### src/rtl/counter_ctrl_if.sv
// ============================================================================
// counter_ctrl_if : control/status bundle between button logic and counter_ctrl
// Revision: 1.0
// ============================================================================
`default_nettype none

interface counter_ctrl_if #(
  parameter int LED_WIDTH = 4
);
  logic                 ce;
  logic                 start_stop;
  logic                 step;
  logic                 clear;
`ifdef COUNTER_CTRL_UPDOWN_EN
  logic                 dir;
`endif
  logic [LED_WIDTH-1:0] leds;
  logic                 tick;
  logic                 running;

  modport master (
`ifdef COUNTER_CTRL_UPDOWN_EN
    output dir,
`endif
    output ce, start_stop, step, clear,
    input  leds, tick, running
  );

  modport slave (
`ifdef COUNTER_CTRL_UPDOWN_EN
    input  dir,
`endif
    input  ce, start_stop, step, clear,
    output leds, tick, running
  );
endinterface

`default_nettype wire

### src/rtl/counter_ctrl.sv
// ============================================================================
// counter_ctrl : run/pause/step controller for the LED tick counter.
// Optional macro COUNTER_CTRL_UPDOWN_EN adds the dir (count-down) input.
// Revision: 1.0
// ============================================================================
`default_nettype none

module counter_ctrl #(
  parameter int LED_WIDTH   = 4,
  parameter int TICK_CYCLES = 125_000_000
) (
  input  wire logic      clk,
  input  wire logic      rst,
  counter_ctrl_if.slave  bus
);
  localparam int DIV_WIDTH = $clog2(TICK_CYCLES + 1);
  localparam logic [DIV_WIDTH-1:0] c_div_last = DIV_WIDTH'(TICK_CYCLES - 1);
  localparam logic [DIV_WIDTH-1:0] c_div_one  = DIV_WIDTH'(1);
  localparam logic [LED_WIDTH-1:0] c_led_one  = LED_WIDTH'(1);

  localparam logic [1:0] S_IDLE  = 2'd0;
  localparam logic [1:0] S_RUN   = 2'd1;
  localparam logic [1:0] S_PAUSE = 2'd2;

  logic [1:0]           r_state;
  logic [1:0]           w_state_nxt;
  logic [DIV_WIDTH-1:0] r_div;
  logic [DIV_WIDTH-1:0] w_div_nxt;
  logic [LED_WIDTH-1:0] r_leds;
  logic [LED_WIDTH-1:0] w_leds_nxt;
  logic [LED_WIDTH-1:0] w_leds_upd;
  logic                 r_tick;
  logic                 w_tick_nxt;
  logic                 r_running;
  logic                 w_running_nxt;

`ifdef COUNTER_CTRL_UPDOWN_EN
  assign w_leds_upd = bus.dir ? (r_leds - c_led_one) : (r_leds + c_led_one);
`else
  assign w_leds_upd = r_leds + c_led_one;
`endif

  always_ff @(posedge clk or posedge rst) begin : p_state_reg
    if (rst) begin
      r_state   <= S_IDLE;
      r_div     <= '0;
      r_leds    <= '0;
      r_tick    <= 1'b0;
      r_running <= 1'b0;
    end else begin
      r_state   <= w_state_nxt;
      r_div     <= w_div_nxt;
      r_leds    <= w_leds_nxt;
      r_tick    <= w_tick_nxt;
      r_running <= w_running_nxt;
    end
  end

  // clear beats start_stop; step never changes state
  always_comb begin : p_next_state
    w_state_nxt = r_state;
    if (bus.clear) begin
      w_state_nxt = S_IDLE;
    end else if (bus.start_stop) begin
      case (r_state)
        S_IDLE:  w_state_nxt = S_RUN;
        S_RUN:   w_state_nxt = S_PAUSE;
        S_PAUSE: w_state_nxt = S_RUN;
        default: w_state_nxt = S_IDLE;
      endcase
    end
  end

  // A start_stop edge never advances the divider, so pause freezes div as-is
  always_comb begin : p_outputs
    w_div_nxt     = r_div;
    w_leds_nxt    = r_leds;
    w_tick_nxt    = 1'b0;
    w_running_nxt = (w_state_nxt == S_RUN);
    if (bus.clear) begin
      w_div_nxt  = '0;
      w_leds_nxt = '0;
    end else if (bus.start_stop) begin
      if (r_state == S_IDLE) begin
        w_div_nxt = '0;
      end
    end else if (r_state == S_RUN) begin
      if (bus.ce) begin
        if (r_div == c_div_last) begin
          w_div_nxt  = '0;
          w_leds_nxt = w_leds_upd;
          w_tick_nxt = 1'b1;
        end else begin
          w_div_nxt = r_div + c_div_one;
        end
      end
    end else if (bus.step) begin
      w_leds_nxt = w_leds_upd;
      w_tick_nxt = 1'b1;
    end
  end

  assign bus.leds    = r_leds;
  assign bus.tick    = r_tick;
  assign bus.running = r_running;
endmodule

`default_nettype wire

### src/flat_wrapper.sv
// flat-port wrapper written by rule: the top's interface ports become plain ports
module counter_ctrl_flat 
#(
  parameter int LED_WIDTH   = 4,
  parameter int TICK_CYCLES = 125_000_000
)
  (clk, rst, bus_ce, bus_start_stop, bus_step, bus_clear, bus_leds, bus_tick, bus_running);
  counter_ctrl_if #(.LED_WIDTH(LED_WIDTH)) bus_i ();
  input  wire logic clk;
  input  wire logic rst;
  input wire logic [$bits(bus_i.ce)-1:0] bus_ce;
  input wire logic [$bits(bus_i.start_stop)-1:0] bus_start_stop;
  input wire logic [$bits(bus_i.step)-1:0] bus_step;
  input wire logic [$bits(bus_i.clear)-1:0] bus_clear;
  output wire logic [$bits(bus_i.leds)-1:0] bus_leds;
  output wire logic [$bits(bus_i.tick)-1:0] bus_tick;
  output wire logic [$bits(bus_i.running)-1:0] bus_running;
  assign bus_i.ce = bus_ce;
  assign bus_i.start_stop = bus_start_stop;
  assign bus_i.step = bus_step;
  assign bus_i.clear = bus_clear;
  assign bus_leds = bus_i.leds;
  assign bus_tick = bus_i.tick;
  assign bus_running = bus_i.running;
  counter_ctrl #(.LED_WIDTH(LED_WIDTH), .TICK_CYCLES(TICK_CYCLES)) u_core (.clk(clk), .rst(rst), .bus(bus_i));
endmodule
### config.mk
export PLATFORM = sky130hd
export DESIGN_NAME = counter_ctrl_flat
export DESIGN_NICKNAME = d
export VERILOG_FILES = /design/src/rtl/counter_ctrl_if.sv /design/src/rtl/counter_ctrl.sv /design/src/flat_wrapper.sv
export SDC_FILE = /design/constraint.sdc
export NUM_CORES = 1
export LEC_CHECK = 0
export CAP_MARGIN = 20
export CELL_PAD_IN_SITES_DETAIL_PLACEMENT = 1
export CELL_PAD_IN_SITES_GLOBAL_PLACEMENT = 1
export CORE_UTILIZATION = 40
export CTS_CLUSTER_SIZE = 20
export DETAILED_ROUTE_END_ITERATION = 8
export PLACE_DENSITY_LB_ADDON = 0.1
export SLEW_MARGIN = 20
export SYNTH_ARGS = -nofsm -noshare
export SYNTH_HDL_FRONTEND = slang
export SYNTH_SLANG_ARGS = --single-unit
### constraint.sdc
create_clock -name clk -period 2.1 [get_ports clk]
set_input_delay 0.525 -clock clk [delete_from_list [all_inputs] [get_ports clk]]
set_output_delay 0.525 -clock clk [all_outputs]
set_load 0.03 [all_outputs]
## Word level (Yosys, flattened, before mapping)

Cells that the tools add are included.

- Register bits after elaboration: 35
- Input bits: 6
- Output and inout bits: 6
- Logic and storage cells: 43

- $add $sub $neg: 2
- Equal/unequal tests: 8
- Multiplexer cells: 21
- Reductions and logical operators: 7

Operators with widths:

| kind | count |
|---|---|
| $mux 27 | 6 |
| $add 27x1->27 const B | 1 |
| $eq 27x27->1 const B | 1 |
| $mux 4 | 6 |
| $reduce_bool 3->1 | 3 |
| $mux 1 | 6 |
| $ne 3x3->1 const B | 2 |
| $add 4x1->4 const B | 1 |
| $eq 2x1->1 const B | 2 |
| $mux 2 | 2 |
| $pmux 2 s2 | 1 |
| $reduce_and 4->1 | 1 |
| $ne 3x1->1 const B | 1 |
| $reduce_and 3->1 | 1 |
| $eq 2x2->1 const B | 1 |
| $logic_not 2->1 | 1 |
| $ne 2x1->1 const B | 1 |
| $reduce_or 2->1 | 1 |

## Logic depth before layout (Yosys ltp)

Gate-level depths: netlist (run 1).

- Depth after elaboration: 6
- Mapped depth: 8
- Gate-level depth less buffers: 6

## Least setup slack after synthesis (run 1)

No wires, ideal clock.

- Kind: flip-flop to flip-flop
- Start point: register u_core.r_div[19]
- End point: register u_core.r_leds[3], in the netlist u_core.bus.leds[3]
- Library setup time: 128 ps
- Data arrival time: 1993 ps
- Data required time: 1972 ps
- Slack: -21 ps
- Stages on the path, launching flop included: 6
- Path buffers: 0
- Clock period less this slack: 2121 ps
- Path through: dfrtp_1 -> or4b_4 -> nor4_4 -> nand4_2 -> a211oi_2 -> mux2_1

- Cells in the longest elaborated chain, start to end: 3

RTL lines:

| what | line | text |
|---|---|---|
| from (decl) | counter_ctrl.sv:27 | `logic [DIV_WIDTH-1:0] r_div;` |
| from (signal assigned) | counter_ctrl.sv:52 | `r_div <= w_div_nxt;` |
| $eq 27x27->1 | counter_ctrl.sv:89 | `if (r_div == c_div_last) begin` |
| $ne 3x3->1 (no line) | n/a |  |
| $reduce_and 4->1 (no line) | n/a |  |
| to (signal assigned) | counter_ctrl.sv:53 | `r_leds <= w_leds_nxt;` |
| to (decl) | counter_ctrl.sv:29 | `logic [LED_WIDTH-1:0] r_leds;` |

Every way passes these cells.
A chain may end at the register's enable or synchronous reset.

## Worst setup path in the final report (run 1)

- Start point: register u_core.r_div[9]
- End point: register u_core.r_div[11]

- Cells in the longest elaborated chain, start to end: 6
- Elaborated cells on any way between the ends: 7
- Classes of those cells: add/sub (1); eq/ne (1); mux (5)

RTL lines:

| what | line | text |
|---|---|---|
| $add 27x1->27 / $eq 27x27->1 (equally long branches) | counter_ctrl.sv:94, counter_ctrl.sv:89 |  |
| $mux 27 (*) | counter_ctrl.sv:89 |  |
| $mux 27 (*) | counter_ctrl.sv:88 | `if (bus.ce) begin` |
| $mux 27 (*) | counter_ctrl.sv:87 | `end else if (r_state == S_RUN) begin` |
| $mux 27 (*) | counter_ctrl.sv:83 | `end else if (bus.start_stop) begin` |
| $mux 27 (*) | counter_ctrl.sv:80 | `if (bus.clear) begin` |

Every way passes the cells marked *; elsewhere a longest branch is shown, timed or not. The select of a mux whose other input is x is not followed.

==> impl_summary.txt, run 1 <==
----------------------------------------------------
[STA]
  Worst clock skew on the final layout ... 0.00471 ns
  Max_slew headroom ... 67.6%
  Clock period minus final worst setup slack ... 2.13 ns
  Setup WS post-layout ... -0.0300 ns
  Unrepaired setup endpoints after global routing ... yes
  Count of final hold-check violations ... 0
  Worst-Margin Slew ... 0.481 ns
  Post-route fraction of the period consumed by the critical path ... 101%
  Final count of negative-setup-slack endpoints ... 5
  Max Clock Freq ... 469 MHz
  Slew Viols, Final ... 0

[GRT]
  Largest net degree at the start of global routing ... 36
  Initial antenna violation count ... 0
  Total overflow reported by the global router ... 0
  All-layer global routing usage ... 21.2%
  First-pass GRT wire length ... 8280 µm
  Number of global-route vias before repair ... 1,757

[Pwr]
  Pwr per Cell Area ... 548 nW/µm²
  Post-route total power ... 0.00135 W
  Worst IR Drop VDD ... 355 µV
  Leakage power figure ... 1.10 nW

[Synth]
  Cell with the most instances after synthesis ... sky130_fd_sc_hd__dfrtp_1
  Proportion of register bits with asynchronous set or reset after synthesis ... 100%
  Mapped Cells ... 203
  Compound-Gate Fraction of Synth Area ... 7.54%
  Simple-gate portion of the synthesized area ... 31.3%
  Top_reg_cell synth ... sky130_fd_sc_hd__dfrtp_1
  Net Count, Synth ... 211
  Warnings from Yosys ... 0
  Sequential share of the synthesized area ... 44.8%
  Most frequent cells after synthesis ... sky130_fd_sc_hd__dfrtp_1, sky130_fd_sc_hd__nor2_1, sky130_fd_sc_hd__nand3_1, sky130_fd_sc_hd__xor2_1, sky130_fd_sc_hd__nand4_1
  Multiplexer fraction of the synthesized cell area ... 2.24%
  Post-synthesis register bit count ... 35
  Xor and xnor fraction of the mapped netlist area ... 9.40%
  Main combinational cell family by area after synthesis ... simple AND/OR/NAND/NOR gates
  Number of flops mapped to enable cells by yosys ... 0
  Summed instance area of the synthesized netlist ... 1960 µm²
  Share of Yosys cell area claimed by the top area cell type ... 44.8%
  Average cell area after synthesis ... 9.64 µm²
  Number of different library cells in the post-synthesis netlist ... 46
  Adder-cell share of the synthesized area ... 1.28%
  Dominant cell type by area after synthesis ... sky130_fd_sc_hd__dfrtp_1
  Cells taking the most area after synthesis ... sky130_fd_sc_hd__dfrtp_1, sky130_fd_sc_hd__xor2_1, sky130_fd_sc_hd__nor2_1, sky130_fd_sc_hd__nand3_1, sky130_fd_sc_hd__nand4_1

[Critical path]
  Kind of start point of the critical path ... flop
  Combined buffer and inverter count along the critical path ... 1
  Largest stage delay on the critical path ... 0.55 ns
  Critical Path, Cell by Cell ... or4bb_4 -> nor4_4 -> a311oi_2 -> buf_4 -> and2_4 -> a22o_1
  Top Family by Delay on Critical Path ... simple AND/OR/NAND/NOR gates
  End of the worst register-to-register path ... u_core.r_div[11]
  Signal arrival time at the worst endpoint ... 2.31 ns
  Register-to-Register Setup Slack ... -0.03 ns
  CP required ... 2.28 ns
  Critical path class ... reg -> reg
  CP max-delay cell ... sky130_fd_sc_hd__or4bb_4
  Endpoint type of the worst setup path ... flop
  Max Fanout on Critical Path ... 4
  RR Startpoint ... u_core.r_div[9]
  Worst R2R Path Depth ... 6

[Final layout]
  Fraction of final layout cells with drive strength greater than 1 ... 21.9%
  FF+latch area ... 876 µm²
  # diodes ... 0
  Footprint of the multi-input gates ... 1030 µm²
  Fin nets ... 254
  Filler Cell Count ... 552
  Area Growth Syn to Fin ... 26.0%
  Final cell count without fillers ... 314
  Post-route design area ... 2460 µm²

[Drt]
  Wl on met1 ... 2180 µm
  Met3 layer wire length in the routed design ... 115 µm
  TritonRoute pass-1 iters ... 4
  First DRT Iteration DRCs ... 53
  DRT antenna net count ... 0
  Final wirelength ... 4810 µm
  Detailed-route wire length per cell ... 15.3 µm
  Routed wire length on met2 ... 2420 µm
  Via density per instance ... 5.33
  Residual DRC ... 0
  Via count of the routed design ... 1,674
  Uppermost routed layer ... met4

[Clock network]
  H-tree levels ... 2
  Post-CTS Setup Bufs ... 0
  Number of buffers added by the clock tree synthesis step ... 5
  Largest buffer count on any clock path ... 2
  CTS clk-pin slew, worst paths ... 0.07 ns
  CTS tree ... built
  Clk Tree Root Cell ... sky130_fd_sc_hd__clkbuf_8
  Clock sinks ... 35
  Clk_lat worst skew ... 0.29 ns

[Hold path]
  Hold/Removal Path Class ... reg -> reg
  Hold Crit Start ... u_core.r_div[5]
  Hold Crit Depth ... 1
  Hold Path Sink ... u_core.r_div[5]

[Placement]
  Final HPWL DP ... 3610 µm
  RePlAce Congestion ... 0.786
  IO buf count ... 11
  Worst Setup Slack post-DPL ... -0.0996 ns
  Area post-placement ... 2370 µm²
  DP Cell Count ... 306

[Die]
  Horiz. Die Dim ... 71.9 µm
  Top-level I/O count ... 12
  Total Die Area ... 5180 µm²
  Starting utilization of the core area ... 41.4%
  Row count ... 25
  Area of the core ... 4720 µm²
  Die height ... 71.9 µm

[Run status]
  Violations in the final reports ... setup timing
  Outcome ... finished, violations left

[Flow run]
  Max Cap Violations ... 0

----------------------------------------------------
==> final cells by class <==
class | count | area share (%)
Clock buffer | 7 | 3.10
Clock inverter | 1 | 0.203
Inverter | 5 | 0.761
Multi-Input combinational cell | 156 | 41.8
Sequential cell | 35 | 35.5
Tap cell | 67 | 3.40
Timing Repair Buffer | 43 | 15.2
==> cell families after synthesis <==
family	Yosys count
muxes	4
xor gates and xnor gates	21
adders and majority gates	2
AOI/OAI and AO/OA	19
buffers and inverters	12
DFF	35
and+or+nand+nor	110
==> layout by cell type, fill, tap and decap left out, types with 4 or more instances in the layout <==
cell,netlist,layout
sky130_fd_sc_hd__inv_1,5,5
sky130_fd_sc_hd__dfrtp_1,35,35
sky130_fd_sc_hd__xnor2_1,6,6
sky130_fd_sc_hd__nand4_1,12,12
sky130_fd_sc_hd__clkbuf_8,0,5
sky130_fd_sc_hd__xor2_1,15,15
sky130_fd_sc_hd__buf_4,2,30
sky130_fd_sc_hd__nand2b_1,5,5
sky130_fd_sc_hd__nor2_1,34,34
sky130_fd_sc_hd__nor4_1,5,5
sky130_fd_sc_hd__clkdlybuf4s50_1,0,11
sky130_fd_sc_hd__nand2_1,11,11
sky130_fd_sc_hd__nor3_1,5,5
sky130_fd_sc_hd__nand3_1,15,15
sky130_fd_sc_hd__nor2b_1,4,4
==> how the worst max path moves through the flow <==
stage / start / to / slack (ns) / cells past startpoint
after detailed placement: bus_clear / u_core.r_div[12] / -0.1 / 7
after global routing: u_core.r_div[9] / u_core.bus.leds[3] / -0.17 / 5
after CTS: u_core.r_div[9] / u_core.r_div[11] / -0.06 / 6
after global placement: bus_start_stop / u_core.r_div[13] / -0.07 / 6
after floorplan: u_core.r_div[9] / u_core.bus.leds[0] / 0.009 / 5
final: u_core.r_div[9] / u_core.r_div[11] / -0.03 / 6
==> timing repair <==
item                                   in CTS  in global routing
endpoints found under the hold margin       0                  0
hold buffers                                0                  0
pin swaps                                   3                  1
setup endpoints to repair                  25                 29
resized for setup                           2                  1
==> metrics by stage <==
step	TNS, ns	hold WS [ns]	utilization (%)
final	-0.111	0.544	52.2
after global routing	-3.33	0.575	52.2
after CTS	-0.449	0.548	52.1
after detailed placement	-1.49	0.529	50.2
after global placement	-0.689	0.509	50.2
after floorplan	0	0.487	-
==> state kept, by name, indices dropped and copies added (netlist names) <==
signal / cells
u_core.bus.tick: 1
u_core.r_div: 27
u_core.bus.running: 1
u_core.r_state: 2
u_core.bus.leds: 4
==> layer usage <==
layer | vias to the layer above | GRT usage [%]
met5 | - | 0
met4 | 0 | 8.06
met3 | 8 | 4.31
met2 | 24 | 36.7
met1 | 840 | 26.0
li1 | 802 | -
==> worst reg2reg max path: stages, from the launching register on <==
cell                       delay (ns)
sky130_fd_sc_hd__dfrtp_1         0.38
sky130_fd_sc_hd__or4bb_4         0.55
sky130_fd_sc_hd__nor4_4          0.34
sky130_fd_sc_hd__a311oi_2        0.19
sky130_fd_sc_hd__buf_4           0.18
sky130_fd_sc_hd__and2_4          0.17
sky130_fd_sc_hd__a22o_1          0.21
==> power breakdown <==
part | total [W] | leakage [nW] | switching [W] | internal, W
clock | 0.000473 | 0.0422 | 0.000240 | 0.000233
sequential | 0.000698 | 0.485 | 0.0000124 | 0.000685
combinational | 0.000181 | 0.569 | 0.0000988 | 0.0000817
Power figures use the tool's default switching activity.
==> run 2, diff against run 1 <==
--- a/config.mk
+++ b/config.mk
@@ -5,7 +5,6 @@
 export SDC_FILE = /design/constraint.sdc
 export NUM_CORES = 1
 export LEC_CHECK = 0
-export CAP_MARGIN = 20
 export CELL_PAD_IN_SITES_DETAIL_PLACEMENT = 1
 export CELL_PAD_IN_SITES_GLOBAL_PLACEMENT = 1
 export CORE_UTILIZATION = 40
==> results of run 2 <==
Same layout as run 1: the final DEF is identical, and so are final timing and power.
==> run 3, diff against run 2 <==
--- a/config.mk
+++ b/config.mk
@@ -5,6 +5,7 @@
 export SDC_FILE = /design/constraint.sdc
 export NUM_CORES = 1
 export LEC_CHECK = 0
+export CAP_MARGIN = 25
 export CELL_PAD_IN_SITES_DETAIL_PLACEMENT = 1
 export CELL_PAD_IN_SITES_GLOBAL_PLACEMENT = 1
 export CORE_UTILIZATION = 40
==> results of run 3 <==
Same layout as run 1: the final DEF is identical, and so are final timing and power.
